==> src/rtl/id_inst_queue_pkg.sv <==
// Shared definitions for the IF->ID instruction queue.
// Entries are packed {pc, inst} so they line up with the if_to_id_bus layout.
`ifndef ID_Q_PACK
`define ID_Q_PACK(pc, inst) {pc, inst}
`endif

package id_inst_queue_pkg;
    localparam int ID_Q_DEPTH    = 4;
    localparam int ID_Q_PC_W     = 32;
    localparam int ID_Q_INST_W   = 32;
    localparam int ID_Q_ENTRY_WD = ID_Q_PC_W + ID_Q_INST_W;

    function automatic int id_q_cnt_w(input int depth);
        return $clog2(depth + 1);
    endfunction
endpackage

==> src/rtl/id_inst_queue_mem.sv <==
// Storage array for the instruction queue: one write port, one async read port.
// Data is not reset; validity is tracked by the control logic.
module inst_queue_mem #(
    parameter int DEPTH = 4,
    parameter int WD    = 64
) (
    input  logic                     clk,
    input  logic                     wr_en_i,
    input  logic [$clog2(DEPTH)-1:0] wr_addr_i,
    input  logic [WD-1:0]            wr_data_i,
    input  logic [$clog2(DEPTH)-1:0] rd_addr_i,
    output logic [WD-1:0]            rd_data_o
);
    logic [WD-1:0] mem_q [DEPTH];

    always_ff @(posedge clk) begin
        if (wr_en_i) begin
            mem_q[wr_addr_i] <= wr_data_i;
        end
    end

    assign rd_data_o = mem_q[rd_addr_i];
endmodule

==> src/rtl/id_inst_queue.sv <==
// Instruction queue between IF and ID: captures SRAM responses while ID stalls,
// bypasses straight through when empty, and drops everything on a branch flush.
module id_inst_queue
    import id_inst_queue_pkg::*;
#(
    parameter int DEPTH  = ID_Q_DEPTH,
    parameter int PC_W   = ID_Q_PC_W,
    parameter int INST_W = ID_Q_INST_W
) (
    input  logic                         clk,
    input  logic                         rst,
    input  logic                         req_valid,
    input  logic [PC_W-1:0]              req_pc,
    output logic                         req_ready,
    input  logic [INST_W-1:0]            inst_sram_rdata,
    input  logic                         flush,
    output logic                         out_valid,
    output logic [PC_W-1:0]              out_pc,
    output logic [INST_W-1:0]            out_inst,
    input  logic                         out_ready,
    output logic [$clog2(DEPTH+1)-1:0]   occupancy
);
    localparam int PTR_W    = $clog2(DEPTH);
    localparam int CNT_W    = id_q_cnt_w(DEPTH);
    localparam int ENTRY_WD = PC_W + INST_W;

    logic [PTR_W-1:0]    head_q, head_d, tail_q, tail_d;
    logic [CNT_W-1:0]    count_q, count_d;
    logic                inflight_q, inflight_d;
    logic [PC_W-1:0]     inflight_pc_q, inflight_pc_d;

    logic                kill, empty, resp_valid, pop, pop_stored, write, accept;
    logic [ENTRY_WD-1:0] head_entry, resp_entry;

    inst_queue_mem #(
        .DEPTH (DEPTH),
        .WD    (ENTRY_WD)
    ) u_mem (
        .clk       (clk),
        .wr_en_i   (write),
        .wr_addr_i (tail_q),
        .wr_data_i (resp_entry),
        .rd_addr_i (head_q),
        .rd_data_o (head_entry)
    );

    // A reset cycle discards the in-flight response the same way a flush does.
    always_comb begin
        kill       = rst | flush;
        empty      = (count_q == '0);
        resp_valid = inflight_q & ~kill;
        resp_entry = `ID_Q_PACK(inflight_pc_q, inst_sram_rdata);

        out_valid = ~kill & (~empty | resp_valid);
        if (!empty) begin
            {out_pc, out_inst} = head_entry;
        end else if (resp_valid) begin
            {out_pc, out_inst} = resp_entry;
        end else begin
            {out_pc, out_inst} = '0;
        end

        pop        = out_valid & out_ready;
        pop_stored = pop & ~empty;
        write      = resp_valid & ~(empty & pop);

        // Pops are not credited, so a granted fetch always has a free slot.
        req_ready = ~kill &
                    (({1'b0, count_q} + (CNT_W+1)'(inflight_q)) < (CNT_W+1)'(DEPTH));
        accept    = req_valid & req_ready;
    end

    always_comb begin
        head_d        = head_q + PTR_W'(pop_stored);
        tail_d        = tail_q + PTR_W'(write);
        count_d       = count_q + CNT_W'(write) - CNT_W'(pop_stored);
        inflight_d    = accept;
        inflight_pc_d = accept ? req_pc : inflight_pc_q;
        if (flush) begin
            head_d     = '0;
            tail_d     = '0;
            count_d    = '0;
            inflight_d = 1'b0;
        end
    end

    always_ff @(posedge clk) begin
        if (rst) begin
            head_q        <= '0;
            tail_q        <= '0;
            count_q       <= '0;
            inflight_q    <= 1'b0;
            inflight_pc_q <= '0;
        end else begin
            head_q        <= head_d;
            tail_q        <= tail_d;
            count_q       <= count_d;
            inflight_q    <= inflight_d;
            inflight_pc_q <= inflight_pc_d;
        end
    end

    assign occupancy = count_q;

    always_ff @(posedge clk) begin
        if (!rst) begin
            assert (!(write && count_q == CNT_W'(DEPTH)));
        end
    end
endmodule

==> config.mk <==
export PLATFORM = sky130hd
export DESIGN_NAME = id_inst_queue
export DESIGN_NICKNAME = d
export VERILOG_FILES = /design/src/rtl/id_inst_queue_pkg.sv /design/src/rtl/id_inst_queue_mem.sv /design/src/rtl/id_inst_queue.sv
export SDC_FILE = /design/constraint.sdc
export NUM_CORES = 1
export LEC_CHECK = 0
export BUFFER_PORTS_ARGS = -buffer_cell sky130_fd_sc_hd__buf_4
export CAP_MARGIN = 40
export CORE_UTILIZATION = 41
export DETAILED_ROUTE_END_ITERATION = 7
export GPL_ROUTABILITY_DRIVEN = 0
export HOLD_SLACK_MARGIN = 0.1
export SLEW_MARGIN = 10
export SYNTH_ARGS = -nofsm -noshare
export SYNTH_HDL_FRONTEND = slang
export SYNTH_SLANG_ARGS = --single-unit
==> constraint.sdc <==
create_clock -name clk -period 9.1 [get_ports clk]
set_clock_uncertainty 0.15 [all_clocks]
set_input_delay 1.365 -clock clk [delete_from_list [all_inputs] [get_ports clk]]
set_output_delay 1.365 -clock clk [all_outputs]
set_load 0.005 [all_outputs]
# Yosys cells after proc, flatten, opt, wreduce, memory -nomap -nowiden
# Memories as Yosys holds them, arrays and structs flattened. A register that Yosys moved wholly into a read port is not among the register bits.
# Index checks and enable logic that the tools add are counted.
[op_classes]
n_reduce_logical = 2
div_mod_pow = 0
bitwise_logic = 13
multipliers = 0
mux = 7
n_eq_ne = 0
addsub = 5
magnitude_cmp = 1
shifts = 0
[ops]
columns = ["cell", "n"]
rows = [
  ["32-bit 2-to-1 mux", 4],
  ["1-bit bitwise AND", 8],
  ["2-bit by 1-bit adder with 2-bit output", 2],
  ["3-bit by 1-bit adder with 4-bit output", 1],
  ["4-bit by 3-bit less-than comparator with 1-bit output, second input constant", 1],
  ["3-bit by 1-bit adder with 3-bit output", 1],
  ["3-bit zero test", 1],
  ["1-bit NOT", 3],
  ["3-bit by 1-bit subtractor with 3-bit output", 1],
  ["1-bit 2-to-1 mux", 2],
  ["2-bit 2-to-1 mux", 1],
  ["1-bit OR", 2],
  ["2-bit OR reduction", 1],
]
[word_totals]
reg_bits = 40
mem_count = 1
output_inout_bits = 69
input_bits = 69
mem_bits_ro = 0
ram_bits = 256
latch_bits = 0
[mem_list]
columns = ["memory", "words", "width", "read_ports", "rd_ports_with_merged_regs", "wr", "line_no", "rtl"]
rows = [
  ["u_mem.mem_q", 4, 64, 1, 1, 1, "id_inst_queue_mem.sv:14", "logic [WD-1:0] mem_q [DEPTH];"],
]

# Depth between registers and ports, before layout
[depth]
word_depth = 11
depth_mapped = 10
ltp_nobuf = 8

# By module
# From an unflattened synthesis, not the netlist that was laid out.
[hier_totals]
cells_unflattened = 602
hier_area_um2 = 11956.5
[by_module_without_submodules]
columns = ["mod", "instances", "area_per_inst_um2", "cells_per_inst"]
rows = [
  ["inst_queue_mem", 1, 9341.5, 338],
  ["id_inst_queue", 1, 2615.0, 264],
]

# Worst setup path after synthesis
# OpenSTA, ideal clock, no wires.
[synth_timing]
kind = "in2reg"
start = "in rst"
end = "mem u_mem.mem_q[1][0] (enable)"
path_stages = 4
setup_ns = 0.578
t_required_ns = 8.372
setup_slack_ns = 1.816
n_path_buf = 1
arrival_time_ns = 6.556
path_cell_list = "clkbuf_1 nor2_1 o211ai_1 nor3b_1"
[synth_between]
elab_chain_cells = 11
[synth_lines]
columns = ["element", "line_no", "rtl"]
rows = [
  ["start: declaration", "id_inst_queue.sv:11", "input logic rst,"],
  ["1-bit OR *", "id_inst_queue.sv:49", "kill = rst | flush;"],
  ["1-bit NOT *", "id_inst_queue.sv:51, id_inst_queue.sv:54", ""],
  ["1-bit bitwise AND", "id_inst_queue.sv:51", "resp_valid = inflight_q & ~kill;"],
  ["1-bit OR", "id_inst_queue.sv:54", "out_valid = ~kill & (~empty | resp_valid);"],
  ["1-bit bitwise AND", "id_inst_queue.sv:54", ""],
  ["1-bit bitwise AND", "id_inst_queue.sv:63", "pop = out_valid & out_ready;"],
  ["1-bit bitwise AND", "id_inst_queue.sv:65", "write = resp_valid & ~(empty & pop);"],
  ["1-bit NOT", "id_inst_queue.sv:65", ""],
  ["1-bit bitwise AND *", "id_inst_queue.sv:65", ""],
  ["1-bit 2-to-1 mux *", "id_inst_queue_mem.sv:17", "if (wr_en_i) begin"],
  ["1-bit 2-to-1 mux (implied by the code) *", "id_inst_queue_mem.sv:18", "mem_q[wr_addr_i] <= wr_data_i;"],
  ["end: declaration", "id_inst_queue_mem.sv:14", ""],
]
# Every way passes the cells marked *; elsewhere a longest branch is shown, timed or not.

# Worst setup path after layout
[layout_timing]
start = "in rst"
end = "out out_pc[24]"
[layout_between]
elab_chain_cells = 5
[layout_lines]
columns = ["element", "line_no", "rtl"]
rows = [
  ["1-bit OR", "id_inst_queue.sv:49", ""],
  ["1-bit NOT", "id_inst_queue.sv:51", ""],
  ["1-bit bitwise AND", "id_inst_queue.sv:51", ""],
  ["32-bit 2-to-1 mux", "id_inst_queue.sv:57", "end else if (resp_valid) begin"],
  ["32-bit 2-to-1 mux", "id_inst_queue.sv:55", "if (!empty) begin"],
  ["end: declaration", "id_inst_queue.sv:18", "output logic [PC_W-1:0] out_pc,"],
]
# No other way between the ends.

==> impl_metrics.json <==
{
  "status": "completed",
  "async_flop_share": 0,
  "num_rows": 61,
  "clock.fmax_ghz": 0.215,
  "p_sw_frac": 0.196,
  "slowest_stage": "or2_2",
  "crit_arrival_ns": 3.13,
  "ios": 138,
  "synth_seq_area_share": 0.723,
  "die_w_microns": 171,
  "holdPathStages": 0,
  "combPwrFrac": 0.028,
  "drt-total-wl_mm": 24.0,
  "cts_tree": "yes",
  "critPathMaxFanout": 66,
  "synth_nets": 677,
  "cap_violations": 0,
  "final.setup.tns_ns": 0,
  "clockRootBuffer": "clkbuf_16",
  "p_leak_nw": 4.79,
  "cts_buffers": 31,
  "synth-edff-count": 256,
  "holdBufCountCts": 0,
  "port_buffers": 137,
  "cts.sinks": 296,
  "cp_slowest_stage_delay_ns": 0.46,
  "timing.rr.start": "occupancy[1]",
  "grt_pass1_wl_mm": 36.8,
  "dp_hpwl_mm": 13.9,
  "vias": 6083,
  "crit_required_ns": 7.59,
  "area_delta_synth_final_pct": 20.7,
  "n_fill_cell": 2357,
  "hold_viol": 0,
  "worstHoldPathType": "register to register",
  "insertion_delay_ns": 0.55,
  "antenna_found_initial": 0,
  "worstMarginPinSlew_ns": 0.859,
  "synth_area_sq_mm": 0.0117,
  "synth_seq_cells": 296,
  "multiInputGateArea_sq_mm": 0.00306,
  "postCtsSetupBuffers": 0,
  "min_from": "inflight_pc_q[14]",
  "die_h_microns": 171,
  "initial_core_util": 0.419,
  "rsz0062_at_grt": "false",
  "setup_viol": 0,
  "powerDensity_mw_per_mm2": 194,
  "dr.pass1.iters": 4,
  "post-route-period-util": 0.511,
  "reg2reg_depth": 6,
  "seq_area_sq_mm": 0.00850,
  "path_clk_slew_ns": 0.06,
  "worst-path-buf-inv": 3,
  "min_period_ns": 4.65,
  "crit_family": "buffers and inverters",
  "crit_type": "input port to output pin",
  "drc": 0,
  "p_int_mw": 2.21,
  "via_per_inst": 5.29,
  "ys.flop_type": "edfxtp_1",
  "synth_warnings": 0,
  "die_area_sq_mm": 0.0293,
  "grt_pass1_vias": 6375,
  "drive_gt1_frac": 0.346,
  "antennaDiodeCount": 0,
  "grt_overflow": 0,
  "grt_max_degree": 67,
  "syn_inst": 604,
  "grt_usage": 0.168,
  "nets": 821,
  "core_sq_mm": 0.0280,
  "post_cts_resized": 0,
  "clock_path_buffers": 3,
  "rr_endpoint": "u_mem.mem_q[3][6]",
  "seqPwrFrac": 0.543,
  "end_kind": "output pin",
  "p_clk_frac": 0.430,
  "place_area_sq_mm": 0.0132,
  "synth_cell_types": 36,
  "drtIter0Drc": 408,
  "fin_area_sq_mm": 0.0142,
  "ant_nets": 0,
  "layout_commonest_cell": "edfxtp_1",
  "critPathMostFrequentCell": "buf_4",
  "cp-start-kind": "input port",
  "wl_per_cell_microns": 20.9,
  "rrSetupSlack_ns": 5.84,
  "final_cell_mix": "edfxtp_1, buf_4, mux4_2, a22o_1, nand2b_1",
  "ir_drop_uv": 114,
  "syn_avg_cell_area_sq_um": 19.4,
  "p_sw_uw": 539,
  "slew_headroom": 0.427,
  "slew_violations": 0,
  "h-tree-depth": 1,
  "path_cells": "buf_4 > or2_2 > nor3_4 > buf_4 > a22o_1 > buf_4",
  "holdPathEnd": "u_mem.mem_q[0][46]"
}
-- power by group through the flow --
stage	registers [mW]	logic [mW]	clock network (mW)
after floorplan	1.52	0.0327	0
after global placement	1.52	0.0740	0
after detailed placement	1.52	0.0773	0
after CTS	1.49	0.0775	1.21
after global routing	1.49	0.0833	1.26
final	1.49	0.0760	1.18
-- Yosys cell counts, types with 2 or more instances --
master	number	area, sq um
buf_1	2	7.51
nand2b_1	64	400
and2_1	2	12.5
nor3_1	3	15.0
nand2_1	2	7.51
clkbuf_1	22	82.6
a21oi_1	2	10.0
ha_1	3	37.5
dfxtp_1	40	801
inv_1	4	15.0
a22o_1	64	561
buf_2	6	30.0
edfxtp_1	256	7690
xor2_1	2	17.5
mux4_2	64	1440
nor2_1	7	26.3
buf_6	6	67.6
mux2i_1	32	320
xnor2_1	2	17.5
buf_4	3	22.5
nor3b_1	3	22.5
-- cell families (layout without fill, tap and decap cells) --
| family | after synthesis | after routing | synth area share |
|---|---|---|---|
| mux | 96 | 96 | 0.150 |
| buf+inv | 43 | 210 | 0.0192 |
| simple gates | 89 | 89 | 0.0468 |
| compound gates | 72 | 72 | 0.0533 |
| xor+xnor | 4 | 4 | 0.00298 |
| fa+ha+maj | 4 | 4 | 0.00490 |
| flops | 296 | 296 | 0.723 |
-- metal layers --
metal	routed length (microns)	global-route usage	vias up
li1	-	-	2741
met1	10500	0.223	3131
met2	11800	0.287	169
met3	1240	0.0283	42
met4	477	0.0408	0
met5	0	0	-
-- registers in the layout, summed over array words and instances (netlist names) --
register       cells
u_mem.mem_q      256
inflight_pc_q     32
occupancy          3
head_q             2
tail_q             2
inflight_q         1
-- worst max-delay path by stage --
| stage | start | to | slack (ns) | depth (start not counted) |
|---|---|---|---|---|
| 2_1_floorplan | rst | u_mem.mem_q[1][0] | 1.82 | 4 |
| 4_1_cts | head_q[0] | out_pc[31] | 4.37 | 4 |
| 5_1_grt | head_q[0] | out_pc[31] | 4.25 | 4 |
| 3_3_place_gp | rst | out_pc[0] | 4.49 | 6 |
| 3_5_place_dp | rst | out_pc[0] | 4.44 | 6 |
| 6_report | rst | out_pc[24] | 4.45 | 6 |
-- cell type report --
type                            count  share of cell area
Clock buffer                       40              0.0578
Clock inverter                     16              0.0101
Inverter                            4             0.00106
Multi-Input combinational cell    265               0.216
Sequential cell                   296               0.600
Tap cell                          378              0.0334
Timing Repair Buffer              150              0.0823
-- metrics by stage --
stage	total power [mW]	setup WS [ns]	util	instances	hold WS (ns)
finish	2.75	4.45	0.506	1149	0.373
global route	2.84	4.25	0.506	1149	0.383
CTS	2.78	4.37	0.506	1149	0.377
detailed placement	1.60	4.44	0.472	1093	0.370
global placement	1.59	4.49	0.470	1091	0.346
floorplan	1.55	1.82	-	604	0.333
Power figures use the tool's default switching activity.
